==> src/rtl/tdes_pkg.sv <==
// -----------------------------------------------------------------------------
// tdes_pkg
// Shared types and constants for the Triple-DES (EDE) pass controller.
//   tdes_state_t : controller state encoding (ERR only reachable when the
//                  TDES_TIMEOUT_EN watchdog is built in)
//   KEY1..KEY3   : key index values driven on key_sel
//   DES_ENC/DEC  : single-DES core mode values driven on des_mode
// -----------------------------------------------------------------------------
package tdes_pkg;

  typedef enum logic [2:0] {
    IDLE  = 3'd0,
    ISSUE = 3'd1,
    WAIT  = 3'd2,
    DONE  = 3'd3,
    ERR   = 3'd4
  } tdes_state_t;

  localparam logic [1:0] KEY1 = 2'd0;
  localparam logic [1:0] KEY2 = 2'd1;
  localparam logic [1:0] KEY3 = 2'd2;

  localparam logic DES_ENC = 1'b0;
  localparam logic DES_DEC = 1'b1;

endpackage : tdes_pkg

==> src/rtl/tdes_pass_controller_pass_schedule.sv <==
// -----------------------------------------------------------------------------
// pass_schedule
// Combinational EDE pass lookup: (block operation, pass index) -> DES core
// mode and key index.
//   encrypt block : E/K1, D/K2, E/K3
//   decrypt block : D/K3, E/K2, D/K1
// Ports:
//   i_mode      in  1  block operation (0=3DES encrypt, 1=3DES decrypt)
//   i_pass_cnt  in  2  pass index 0..2
//   o_des_mode  out 1  single-DES mode for this pass
//   o_key_sel   out 2  key index for this pass
// -----------------------------------------------------------------------------
module pass_schedule
  import tdes_pkg::*;
(
  input  logic       i_mode,
  input  logic [1:0] i_pass_cnt,
  output logic       o_des_mode,
  output logic [1:0] o_key_sel
);

  // Outer passes run in the block's own direction, the middle pass inverted;
  // decryption walks the key list backwards.
  always_comb begin
    o_des_mode = DES_ENC;
    o_key_sel  = KEY1;
    case (i_pass_cnt)
      2'd0: begin
        o_des_mode = i_mode ? DES_DEC : DES_ENC;
        o_key_sel  = i_mode ? KEY3 : KEY1;
      end
      2'd1: begin
        o_des_mode = i_mode ? DES_ENC : DES_DEC;
        o_key_sel  = KEY2;
      end
      2'd2: begin
        o_des_mode = i_mode ? DES_DEC : DES_ENC;
        o_key_sel  = i_mode ? KEY1 : KEY3;
      end
      default: begin
        o_des_mode = DES_ENC;
        o_key_sel  = KEY1;
      end
    endcase
  end

endmodule : pass_schedule

==> src/rtl/tdes_pass_controller.sv <==
// -----------------------------------------------------------------------------
// tdes_pass_controller
// Sequences the three single-DES passes of a Triple-DES (EDE) block operation.
// Pass 1 reads the fresh input block, passes 2-3 feed the DES output back,
// and the final result is offered to the output shifter.
// Optional build macro: TDES_TIMEOUT_EN (per-pass des_done watchdog + ERR).
// Parameters:
//   TIMEOUT_CYCLES  max WAIT cycles per pass before ERR (watchdog build only)
//   TO_W            watchdog counter width, must hold TIMEOUT_CYCLES
// Ports:
//   i_clk          in  1  system clock, rising edge
//   i_n_rst        in  1  asynchronous active-low reset
//   i_block_valid  in  1  input block ready from byte assembler
//   o_block_ready  out 1  idle, accepts a block
//   i_decrypt      in  1  block operation, sampled at accept
//   o_des_start    out 1  one-cycle start pulse to DES core
//   i_des_done     in  1  DES core result valid
//   o_des_mode     out 1  DES core mode (0=encrypt, 1=decrypt)
//   o_key_sel      out 2  key index (0=K1, 1=K2, 2=K3)
//   o_dir_sel      out 1  0=fresh input / result to output, 1=feedback
//   o_out_valid    out 1  final result available
//   i_out_ready    in  1  output shifter accepts result
//   o_busy         out 1  high in every state except IDLE
//   o_err          out 1  watchdog timeout pulse (constant 0 without macro)
// -----------------------------------------------------------------------------
module tdes_pass_controller
  import tdes_pkg::*;
#(
  parameter int TIMEOUT_CYCLES = 255,
  parameter int TO_W           = 8
) (
  input  logic       i_clk,
  input  logic       i_n_rst,
  input  logic       i_block_valid,
  output logic       o_block_ready,
  input  logic       i_decrypt,
  output logic       o_des_start,
  input  logic       i_des_done,
  output logic       o_des_mode,
  output logic [1:0] o_key_sel,
  output logic       o_dir_sel,
  output logic       o_out_valid,
  input  logic       i_out_ready,
  output logic       o_busy,
  output logic       o_err
);

  if ((TIMEOUT_CYCLES < 1) || (TIMEOUT_CYCLES >= (1 << TO_W))) begin : g_bad_timeout
    $error("TIMEOUT_CYCLES must be at least 1 and fit in TO_W bits");
  end

  tdes_state_t r_state;
  tdes_state_t w_next_state;
  logic [1:0]  r_pass_cnt;
  logic [1:0]  w_pass_cnt_nxt;
  logic        r_mode_q;
  logic        w_mode_nxt;
  logic        w_sched_mode;
  logic [1:0]  w_sched_key;
  logic        w_err;

`ifdef TDES_TIMEOUT_EN
  localparam logic [TO_W-1:0] TO_LIMIT = TO_W'(TIMEOUT_CYCLES - 1);
  localparam logic [TO_W-1:0] TO_ONE   = {{(TO_W-1){1'b0}}, 1'b1};

  logic [TO_W-1:0] r_wdog;
  logic [TO_W-1:0] w_wdog_nxt;
`endif

  pass_schedule u_pass_schedule (
    .i_mode     (r_mode_q),
    .i_pass_cnt (r_pass_cnt),
    .o_des_mode (w_sched_mode),
    .o_key_sel  (w_sched_key)
  );

  // State, pass counter, latched operation and (optional) watchdog registers.
  always_ff @(posedge i_clk or negedge i_n_rst) begin
    if (!i_n_rst) begin
      r_state    <= IDLE;
      r_pass_cnt <= 2'd0;
      r_mode_q   <= 1'b0;
`ifdef TDES_TIMEOUT_EN
      r_wdog     <= {TO_W{1'b0}};
`endif
    end else begin
      r_state    <= w_next_state;
      r_pass_cnt <= w_pass_cnt_nxt;
      r_mode_q   <= w_mode_nxt;
`ifdef TDES_TIMEOUT_EN
      r_wdog     <= w_wdog_nxt;
`endif
    end
  end

  // Next-state logic; des_done is only looked at in WAIT, out_ready only in DONE.
  always_comb begin
    w_next_state   = r_state;
    w_pass_cnt_nxt = r_pass_cnt;
    w_mode_nxt     = r_mode_q;
`ifdef TDES_TIMEOUT_EN
    w_wdog_nxt     = r_wdog;
`endif
    case (r_state)
      IDLE: begin
        if (i_block_valid) begin
          w_next_state   = ISSUE;
          w_mode_nxt     = i_decrypt;
          w_pass_cnt_nxt = 2'd0;
        end else begin
          w_next_state = IDLE;
        end
      end
      ISSUE: begin
        w_next_state = WAIT;
`ifdef TDES_TIMEOUT_EN
        w_wdog_nxt   = {TO_W{1'b0}};
`endif
      end
      WAIT: begin
        // A completion in the same cycle as the timeout still counts.
        if (i_des_done) begin
          if (r_pass_cnt == 2'd2) begin
            w_next_state = DONE;
          end else begin
            w_next_state   = ISSUE;
            w_pass_cnt_nxt = r_pass_cnt + 2'd1;
          end
        end
`ifdef TDES_TIMEOUT_EN
        else if (r_wdog == TO_LIMIT) begin
          w_next_state = ERR;
          w_wdog_nxt   = r_wdog + TO_ONE;
        end
`endif
        else begin
          w_next_state = WAIT;
`ifdef TDES_TIMEOUT_EN
          w_wdog_nxt   = r_wdog + TO_ONE;
`endif
        end
      end
      DONE: begin
        if (i_out_ready) begin
          w_next_state = IDLE;
        end else begin
          w_next_state = DONE;
        end
      end
      ERR: begin
        w_next_state = IDLE;
      end
      default: begin
        w_next_state = IDLE;
      end
    endcase
  end

  // Moore output decode from the registered state and pass count.
  always_comb begin
    o_block_ready = 1'b0;
    o_des_start   = 1'b0;
    o_des_mode    = DES_ENC;
    o_key_sel     = KEY1;
    o_dir_sel     = 1'b0;
    o_out_valid   = 1'b0;
    o_busy        = 1'b0;
    w_err         = 1'b0;
    case (r_state)
      IDLE: begin
        o_block_ready = 1'b1;
      end
      ISSUE: begin
        o_des_start = 1'b1;
        o_des_mode  = w_sched_mode;
        o_key_sel   = w_sched_key;
        o_dir_sel   = (r_pass_cnt != 2'd0);
        o_busy      = 1'b1;
      end
      WAIT: begin
        o_des_mode = w_sched_mode;
        o_key_sel  = w_sched_key;
        o_dir_sel  = (r_pass_cnt != 2'd0);
        o_busy     = 1'b1;
      end
      DONE: begin
        o_out_valid = 1'b1;
        o_busy      = 1'b1;
      end
      ERR: begin
        w_err  = 1'b1;
        o_busy = 1'b1;
      end
      default: begin
        o_busy = 1'b0;
      end
    endcase
  end

`ifdef TDES_TIMEOUT_EN
  assign o_err = w_err;
`else
  // ERR is unreachable without the watchdog, so the decoded flag is unused.
  logic w_err_unused;
  assign w_err_unused = w_err;
  assign o_err        = 1'b0;
`endif

endmodule : tdes_pass_controller

==> config.mk <==
export PLATFORM = sky130hd
export DESIGN_NAME = tdes_pass_controller
export DESIGN_NICKNAME = d
export VERILOG_FILES = /design/src/rtl/tdes_pkg.sv /design/src/rtl/tdes_pass_controller_pass_schedule.sv /design/src/rtl/tdes_pass_controller.sv
export SDC_FILE = /design/constraint.sdc
export NUM_CORES = 1
export LEC_CHECK = 0
export CORE_AREA = 2 2 39 41
export DETAILED_ROUTE_END_ITERATION = 8
export DIE_AREA = 0 0 41 43
export MAX_ROUTING_LAYER = met4
export PLACE_DENSITY = 0.66
export SETUP_SLACK_MARGIN = 0.4
export SYNTH_ARGS = -nofsm -noshare
export SYNTH_HDL_FRONTEND = slang
export SYNTH_SLANG_ARGS = --single-unit
==> constraint.sdc <==
create_clock -name i_clk -period 1.3 [get_ports i_clk]
set_input_delay 0.26 -clock i_clk [delete_from_list [all_inputs] [get_ports i_clk]]
set_output_delay 0.26 -clock i_clk [all_outputs]
set_load 0.03 [all_outputs]
==> flow_summary.ini, run 1 <==
[sta]
finalHoldViolCount = 0
fin_skew_ns = 0.0000688
finalSetupTns_ns = -2.43
setup_violations = 12
setup_slack_ns = -0.307
slew_viol_final = 0
period_needed_ns = 1.61
max_freq_mhz = 622
whs_ns = 0.242
rsz0062_at_grt = yes
period_share_pct = 124

[cts]
root_buffer = clkbuf_4
cts.clk_slew.worst_paths_ns = 0.04
cts_max_level = 1
clock-sinks = 5
clk_path_buf_depth = 2
cts_buffers = 3
clk_latency_ns = 0.24
cts_hold_buf = 0
cts_tree = done

[power]
powerDensity_nw_per_um2 = 2850
leakagePower_nw = 0.479
peakVddDrop_v = 0.00120
power_mw = 3.01

[cells_and_area]
n_fill_cell = 85
seqCellArea_um2 = 126
area_growth_syn_to_layout_pct = 125
drive_above_1_share_pct = 71.4
multi_input_area_um2 = 472
nets = 109
design_area_um2 = 1060
layoutNonFillerInstCount = 107
diodes = 0
final_core_util_pct = 76.4

[floorplan]
placementRows = 14
die_w_um = 41
initial_core_util_pct = 34.0
die_area_um2 = 1760
io_pins = 15
core_um2 = 1380
die_h_um = 43

[route]
drc = 0
detail-route-antenna-nets = 0
wl_per_cell_um = 14.5
wl_mm = 1.55
dr.pass1.iters = 2
vias = 485
via_per_inst = 4.53
drt_iter0_drc = 2

[placed_design]
dp_hpwl_um = 802
post_dp_cell_area_um2 = 733
gp_congestion = 0.724
dp.cells = 85
portBuffers = 13
pre_cts_ws_ns = -0.102

[global_routing]
track_usage_pct = 19.0
grt_start_max_net_pins = 6
grt_pass1_wl_mm = 2.14
first_global_vias = 482
overflow = 0
antenna_found_initial = 0

[job]
timing.max_cap.violations = 0

[critical_path]
worst_ep_required_time_ns = 1.04
worstSetupStartpointType = register
rr_startpoint = r_state[1]$_DFF_PN0_
crit_path_end_kind = output port
crit_type = register to output port
cp.arrival_ns = 1.35
worstSetupStartpoint = r_pass_cnt[0]$_DFFE_PN0P_
cp_max_fo = 4

[hold_path]
hp-class = input port to asynchronous set/reset pin

[yosys]
synth.ff_latch_count = 5
ys_types = 21
syn_nets = 64
synth_seq_area_share_pct = 26.6
synth-edff-count = 0
yosys.cell_count.top_type = ha_1
synth_area_um2 = 470
synthTopCellsByArea = ha_1, dfrtp_1, mux2i_1, nand4_4, inv_1
async_reset_ff_share_pct = 100
yosysTopAreaCell = ha_1
synth_top_area_share_pct = 29.3
syn_area_per_cell_um2 = 10.0
synth_cells = 47
netlist_top_cells_count = ha_1, dfrtp_1, inv_1, nand2_1, mux2i_1
yosysWarnings = 0
synth_top_flop_cell = dfrtp_1

[outcome]
violations = negative setup slack
status = finished, violations left
-- per-layer routing --
metal / GRT usage [%] / wire [um] / vias to the layer above
met5: - / 0 / -
met1: 20.5 / 629 / 239
met2: 31.3 / 902 / 6
li1: - / - / 240
met4: 10.0 / 0 / 0
met3: 3.14 / 17 / 0
-- power by group --
group | switching (mW) | total [mW] | leakage [nW] | internal [mW]
sequential | 0.0959 | 0.327 | 0.0621 | 0.231
clock | 0.0573 | 0.173 | 0.0150 | 0.116
combinational | 1.12 | 2.51 | 0.402 | 1.40
-- sequential cells by signal, summed over array words and instances (netlist names) --
register,count
r_mode_q,1
r_state,2
r_pass_cnt,2
-- logic make-up (layout without fill, tap and decap cells) --
| logic type | Yosys count | after routing | share of synthesized area, % |
|---|---|---|---|
| simple gates | 15 | 15 | 21.3 |
| fa+ha+maj | 11 | 11 | 29.3 |
| flops | 5 | 5 | 26.6 |
| buf+inv | 6 | 50 | 5.59 |
| other cells | 1 | 1 | 0.797 |
| mux | 4 | 4 | 8.78 |
| compound gates | 5 | 5 | 7.71 |
-- worst paths after layout --
kind | slack, ns | depth (start not counted) | to
worst max-delay path | -0.31 | 5 | o_key_sel[1]
worst min-delay path | 0.24 | 1 | r_mode_q$_DFFE_PN0P_
worst max register to register | -0.21 | 7 | r_pass_cnt[0]$_DFFE_PN0P_
worst min register to register | 0.63 | 1 | r_mode_q$_DFFE_PN0P_
max in group asynchronous | 0.86 | 1 | r_pass_cnt[1]$_DFFE_PN0P_
min in group i_clk | 0.62 | 2 | r_mode_q$_DFFE_PN0P_
-- critical path, cell delays in order, from the launching register on --
cell	delay [ns]
dfrtp_1	0.42
inv_2	0.12
ha_4	0.16
mux2i_2	0.08
nor3b_4	0.18
buf_6	0.15
-- layout by cell type, fill, tap and decap left out, types with 3 or more instances in the layout --
cell             count
buf_4               17
ha_4                 8
dfrtp_1              4
buf_6               19
inv_2                4
nand2_1              4
clkdlybuf4s50_1      5
clkbuf_4             3
-- timing repair --
| item | CTS | global route |
|---|---|---|
| buffers inserted | 10 | 8 |
| resized for setup | 28 | 11 |
| endpoints found under the setup margin | 13 | 13 |
| pin swaps | 10 | 4 |
-- cell type report --
type | count | share of cell area, %
multi-input cells | 36 | 44.6
inverters | 5 | 2.01
repair buffers | 41 | 37.0
clock buffers | 4 | 2.49
flip-flops and latches | 5 | 12.0
well taps | 16 | 1.89
No activity file was read; power rests on OpenSTA's default activity.
==> run 2: changes to the inputs <==
--- a/config.mk
+++ b/config.mk
@@ -5,6 +5,7 @@
 export SDC_FILE = /design/constraint.sdc
 export NUM_CORES = 1
 export LEC_CHECK = 0
+export CAP_MARGIN = 5
 export CORE_AREA = 2 2 39 41
 export DETAILED_ROUTE_END_ITERATION = 8
 export DIE_AREA = 0 0 41 43
==> results of run 2 <==
The final DEF is identical to that of run 1; final timing and power are the same.
